**src/rtl/alu_pipelined.sv**
```systemverilog
// Two-stage pipelined ALU with valid/ready handshakes on input and output.
// S1 captures operands and opcode on accept; S2 registers the result.
// Optional status flags {neg, carry, zero} are enabled by defining the
// macro ALU_STATUS_FLAGS_EN; without it the flags port and logic are absent.
module alu_pipelined #(
  parameter int unsigned WIDTH   = 4,
  parameter int unsigned SHAMT_A = 2
) (
  input  logic             clk,
  input  logic             rst,
  input  logic             in_valid,
  output logic             in_ready,
  input  logic [WIDTH-1:0] a,
  input  logic [WIDTH-1:0] b,
  input  logic [3:0]       sel,
  output logic             out_valid,
  input  logic             out_ready,
  output logic [WIDTH+1:0] y
`ifdef ALU_STATUS_FLAGS_EN
  ,
  output logic [2:0]       flags
`endif
);

  localparam int unsigned YW = WIDTH + 2;
  localparam logic [YW-1:0] One = YW'(1);

  logic             s1_valid;
  logic [WIDTH-1:0] s1_a;
  logic [WIDTH-1:0] s1_b;
  logic [3:0]       s1_sel;

  logic             s2_advance;
  logic             accept;
  logic [YW-1:0]    ax;
  logic [YW-1:0]    bx;
  logic [YW-1:0]    res;

  // Handshake control: S2 drains when empty or consumed; S1 frees when it moves on.
  always_comb begin
    s2_advance = ~out_valid | out_ready;
    in_ready   = ~s1_valid | s2_advance;
    accept     = in_valid & in_ready;
  end

  // S1: operands load only on accept so the datapath stays quiet otherwise.
  always_ff @(posedge clk or posedge rst) begin
    if (rst) begin
      s1_valid <= 1'b0;
      s1_a     <= '0;
      s1_b     <= '0;
      s1_sel   <= '0;
    end else if (accept) begin
      s1_valid <= 1'b1;
      s1_a     <= a;
      s1_b     <= b;
      s1_sel   <= sel;
    end else if (s2_advance) begin
      s1_valid <= 1'b0;
    end
  end

  // Combinational ALU on the zero-extended S1 operands, modulo 2^(W+2).
  always_comb begin
    ax = {2'b00, s1_a};
    bx = {2'b00, s1_b};
    res = '0;
    unique case (s1_sel)
      4'b0000: res = ax + One;
      4'b0001: res = ax - One;
      4'b0010: res = ax << SHAMT_A;
      4'b0011: res = bx + One;
      4'b0100: res = bx - One;
      4'b0101: res = bx << 1;
      4'b0110: res = ax + bx;
      4'b0111: res = ax - bx;
      4'b1000: res = ~ax;
      4'b1001: res = ~bx;
      4'b1010: res = ax & bx;
      4'b1011: res = ax | bx;
      4'b1100: res = ax ^ bx;
      4'b1101: res = ~(ax ^ bx);
      4'b1110: res = ~(ax & bx);
      4'b1111: res = ~(ax | bx);
      default: res = '0;
    endcase
  end

  // S2: result register; held while the consumer stalls.
  always_ff @(posedge clk or posedge rst) begin
    if (rst) begin
      out_valid <= 1'b0;
      y         <= '0;
    end else if (s2_advance) begin
      out_valid <= s1_valid;
      if (s1_valid) begin
        y <= res;
      end
    end
  end

`ifdef ALU_STATUS_FLAGS_EN
  logic [2:0] flags_d;

  // Flags derived from the same result; carry only meaningful for arithmetic ops.
  always_comb begin
    flags_d[2] = res[YW-1];
    flags_d[1] = ~s1_sel[3] & res[WIDTH];
    flags_d[0] = (res == '0);
  end

  // Flags register tracks y exactly.
  always_ff @(posedge clk or posedge rst) begin
    if (rst) begin
      flags <= '0;
    end else if (s2_advance && s1_valid) begin
      flags <= flags_d;
    end
  end
`endif

endmodule

```
**config.mk**
```make
export PLATFORM = sky130hd
export DESIGN_NAME = alu_pipelined
export DESIGN_NICKNAME = d
export VERILOG_FILES = /design/src/rtl/alu_pipelined.sv
export SDC_FILE = /design/constraint.sdc
export NUM_CORES = 1
export LEC_CHECK = 0
export CORE_AREA = 2 2 66 80
export DETAILED_ROUTE_END_ITERATION = 8
export DIE_AREA = 0 0 68 82
export GPL_ROUTABILITY_DRIVEN = 0
export GPL_TIMING_DRIVEN = 0
export PLACE_DENSITY = 0.63
export SLEW_MARGIN = 15
export SYNTH_ARGS = -nofsm -noshare
export SYNTH_HDL_FRONTEND = slang
export SYNTH_SLANG_ARGS = --single-unit
```
**constraint.sdc**
```tcl
create_clock -name clk -period 5.7 [get_ports clk]
set_input_delay 1.425 -clock clk [delete_from_list [all_inputs] [get_ports clk]]
set_output_delay 1.425 -clock clk [all_outputs]
set_load 0.01 [all_outputs]
```
# [After elaboration in Yosys (flattened, before gate mapping)]
# Index checks and enable logic that the tools add are counted.
[word_totals] ff_bits=20 input_bits=16 out_inout_bits=8 word_cells=46
[op_classes] n_addsub=6 n_eq_ne=15 n_mux=3 n_bitwise=13 reduce_logical=3
[op_table] op="$pmux W6 S16" count=1
[op_table] op="$eq A4 B4 Y1 const B" count=8
[op_table] op="$not A4 Y6" count=5
[op_table] op="$eq A4 B3 Y1 const B" count=4
[op_table] op="$add A4 B1 Y5 const B" count=2
[op_table] op="$sub A4 B1 Y5 const B" count=2
[op_table] op="$eq A4 B2 Y1 const B" count=2
[op_table] op="$add A4 B4 Y5" count=1
[op_table] op="$sub A4 B4 Y5" count=1
[op_table] op="$and A4 B4 Y4" count=1
[op_table] op="$eq A4 B1 Y1 const B" count=1
[op_table] op="$logic_not A4 Y1" count=1
[op_table] op="$or A4 B4 Y4" count=1
[op_table] op="$xor A4 B4 Y4" count=1
[op_table] op="$mux W1" count=2
[op_table] op="$not A1 Y1" count=2
[op_table] op="$or A1 B1 Y1" count=2
[op_table] op="$reduce_and A2 Y1" count=1
[op_table] op="$reduce_bool A2 Y1" count=1
[op_table] op="$and A1 B1 Y1" count=1

# [Logic depth before layout (Yosys ltp)]
[logic_depth] ltp_word=5 ltp_mapped=13 depth_no_buf=10

# [Least setup slack after synthesis]
# No wires, ideal clock.
[synth_timing] kind="input port to output port" startpoint="input out_ready" endpoint="output in_ready" arrival_ns=1.639 t_required_ns=4.275 setup_slack_ns=2.636 path_stages=1 path_buffers=0 cell_sequence="nand3b_1"
[synth_between] elab_chain_cells=2
[synth_lines] element="from (decl)" line_no="17" rtl="input logic out_ready,"
[synth_lines] element="$or A1 B1 Y1" line_no="41" rtl="s2_advance = ~out_valid | out_ready;"
[synth_lines] element="$or A1 B1 Y1" line_no="42" rtl="in_ready = ~s1_valid | s2_advance;"
[synth_lines] element="to (decl)" line_no="12" rtl="output logic in_ready,"
# No other way between the ends.

# [Worst setup path after layout]
# Same ends and word-level chain as after synthesis.

==> qor.yml <==
dp_hpwl_um: 4510
worst_pin_slew_ns: 0.758
crit_family: "buffers and inverters"
die_y_um: 82
rows: 28
synth_top_cell_area_share: 0.241
startpoint: "out_ready"
final_area_mm2: 0.00243
final_common_cell: "clkdlybuf4s50_1"
hp-start: "s1_valid$_DFFE_PP0P_"
yosys_most_used_dff: "dfrtp_1"
clkSinkCount: 20
relSlewSlack: 0.494
clk_latency_ns: 0.25
drive_above_1_share: 0.136
seq_area_frac_synth: 0.241
drt_iter0_drc: 182
ios: 24
max_clock_freq_mhz: 250
cp_max_fo: 3
cp.arrival_ns: 2.58
root_buffer: "clkbuf_8"
layout.nets: 303
min_to: "out_valid$_DFFE_PP0P_"
whs_path_depth: 1
fillers: 476
finClkSkew_ns: 0.00146
crit_cells: 3
period_share: 0.703
setup_viol: 0
fin_ws_ns: 1.69
ir_worst_vdd_v: 0.000214
postPlaceCellArea_mm2: 0.00239
clockBufferDepth: 2
required_ns: 4.28
wirelength_um: 5970
instances_no_fill: 324
viasPerCell: 6.15
n_antenna_cell: 0
syn-num-nets: 275
hold_path_class: "register to register"
drv_cap: 0
area_delta_synth_final_pct: 16.7
overflow: 0
rsz0062_at_grt: "no"
grt_pass1_wl_um: 9760
synth_cells: 238
synth-edff-count: 0
cp_slowest_cell: "clkdlybuf4s50_1"
worst-r2r-setup-slack_ns: 2.97
hold_viol: 0
grt_max_degree: 21
synth_cell_types: 62
crit_type: "input pin to primary output"
crit_path_end_kind: "primary output"
worstRegToRegCells: 12
drtAntennaViolNets: 0
hold_buffers: 0
coreArea_mm2: 0.00483
path_cells: "clkdlybuf4s50_1, nand3b_1, clkdlybuf4s50_1"
yosysWarningCount: 0
async_flop_share: 1.00
p_leak_nw: 1.03
cts_buffers: 3
synth_area_mm2: 0.00208
num_vias: 1992
dp_slack_ns: 1.69
period_needed_ns: 4.01
power.density_mw_per_mm2: 274
detail_route.wl_per_cell_um: 18.4
cts_resized: 0
drcViolationCount: 0
port_buffers: 23
first_global_vias: 1933
die_area_mm2: 0.00558
critPathBufInv: 2
clk_pin_slew_ns: 0.07
yosysTopAreaCell: "dfrtp_1"
htree_levels: 1
worst_path_most_repeated_cell: "clkdlybuf4s50_1"
synth_area_leaders: "dfrtp_1 (24%), ha_1 (11%), mux2_2 (6.5%)"
antenna_found_initial: 0
track_usage: 0.236
initial_utilization: 0.430
worstReg2RegEnd: "y[2]$_DFFE_PP0P_"
drt_pass1_iterations: 4
synth_seq_cells: 20
cts_tree: "yes"
postCtsSetupBuffers: 0
synth_area_per_cell_um2: 8.74
maxSlewViolCount: 0
cp-start-kind: "input pin"
slowest_delay_ns: 0.55
r2r_start: "s1_sel[0]$_DFFE_PP0P_"
tns_ns: 0
dp.cells: 321
status: "completed"
final_cell_mix: "clkdlybuf4s50_1 (23), dfrtp_1 (20), ha_1 (19)"
die_w_um: 68
## metrics by stage
step,hold slack [ns],total power (W),utilization
detailed placement,0.500,0.000568,0.494
floorplan,0.471,0.000448,-
global route,0.570,0.000711,0.502
finish,0.520,0.000664,0.502
CTS,0.526,0.000663,0.502
global placement,0.515,0.000569,0.494
## cells in the mapped netlist (3+ instances only)
cell / number
nor4_1: 3
a21oi_1: 17
nor2_1: 17
dfrtp_1: 20
and2b_1: 3
buf_4: 4
a31oi_1: 5
nand2b_1: 5
inv_1: 16
mux2_2: 12
ha_1: 19
xnor2_1: 4
buf_2: 8
o21ai_0: 6
nor3_1: 8
nand2_1: 16
xor2_1: 3
nor2b_1: 5
a21o_1: 3
nand3_1: 5
buf_6: 3
## where the power goes
part / internal, W / total, W / switching [W]
clock: 0.0000470 / 0.0000909 / 0.0000439
combinational: 0.000169 / 0.000370 / 0.000201
sequential: 0.000170 / 0.000203 / 0.0000327
## layer usage
metal | vias to the layer above | part of all wire | global-route usage | wire length [µm]
li1 | 926 | - | - | -
met1 | 951 | 0.43 | 0.310 | 2540
met2 | 94 | 0.48 | 0.387 | 2860
met3 | 21 | 0.065 | 0.0329 | 390
met4 | 0 | 0.029 | 0.0920 | 173
met5 | - | 0 | 0 | 0
## cells by family (layout without fill, tap and decap cells)
kind of cell	after synthesis	count (layout)	share of synthesized area
AND/OR/NAND/NOR	77	77	0.203
AO/OA/AOI/OAI	65	65	0.221
buffers and inverters	33	59	0.0878
adder cells (fa/ha/maj)	21	21	0.133
flip-flops	20	20	0.241
multiplexers	15	15	0.0854
XOR/XNOR	7	7	0.0295
## worst max path at each step
stage	endpoint	slack (ns)
floorplan	in_ready	2.64
global placement	in_ready	1.69
detailed placement	in_ready	1.69
CTS	in_ready	1.68
global route	in_ready	1.61
finish	in_ready	1.69
## flip-flops by register name (all words and copies together) (netlist names)
| name | cells |
|---|---|
| out_valid | 1 |
| s1_sel | 4 |
| y | 6 |
| s1_valid | 1 |
| s1_a | 4 |
| s1_b | 4 |
## final cells by class
type | count | area [µm²] | share of cell area
Multi-Input combinational cell | 185 | 1400 | 0.576
Sequential cell | 20 | 500 | 0.206
Buffer | 17 | 123 | 0.0505
Timing Repair Buffer | 23 | 230 | 0.0948
Inverter | 16 | 60.1 | 0.0247
Tap cell | 60 | 75.1 | 0.0309
Clock buffer | 3 | 41.3 | 0.0170
Power figures use the tool's default switching activity.
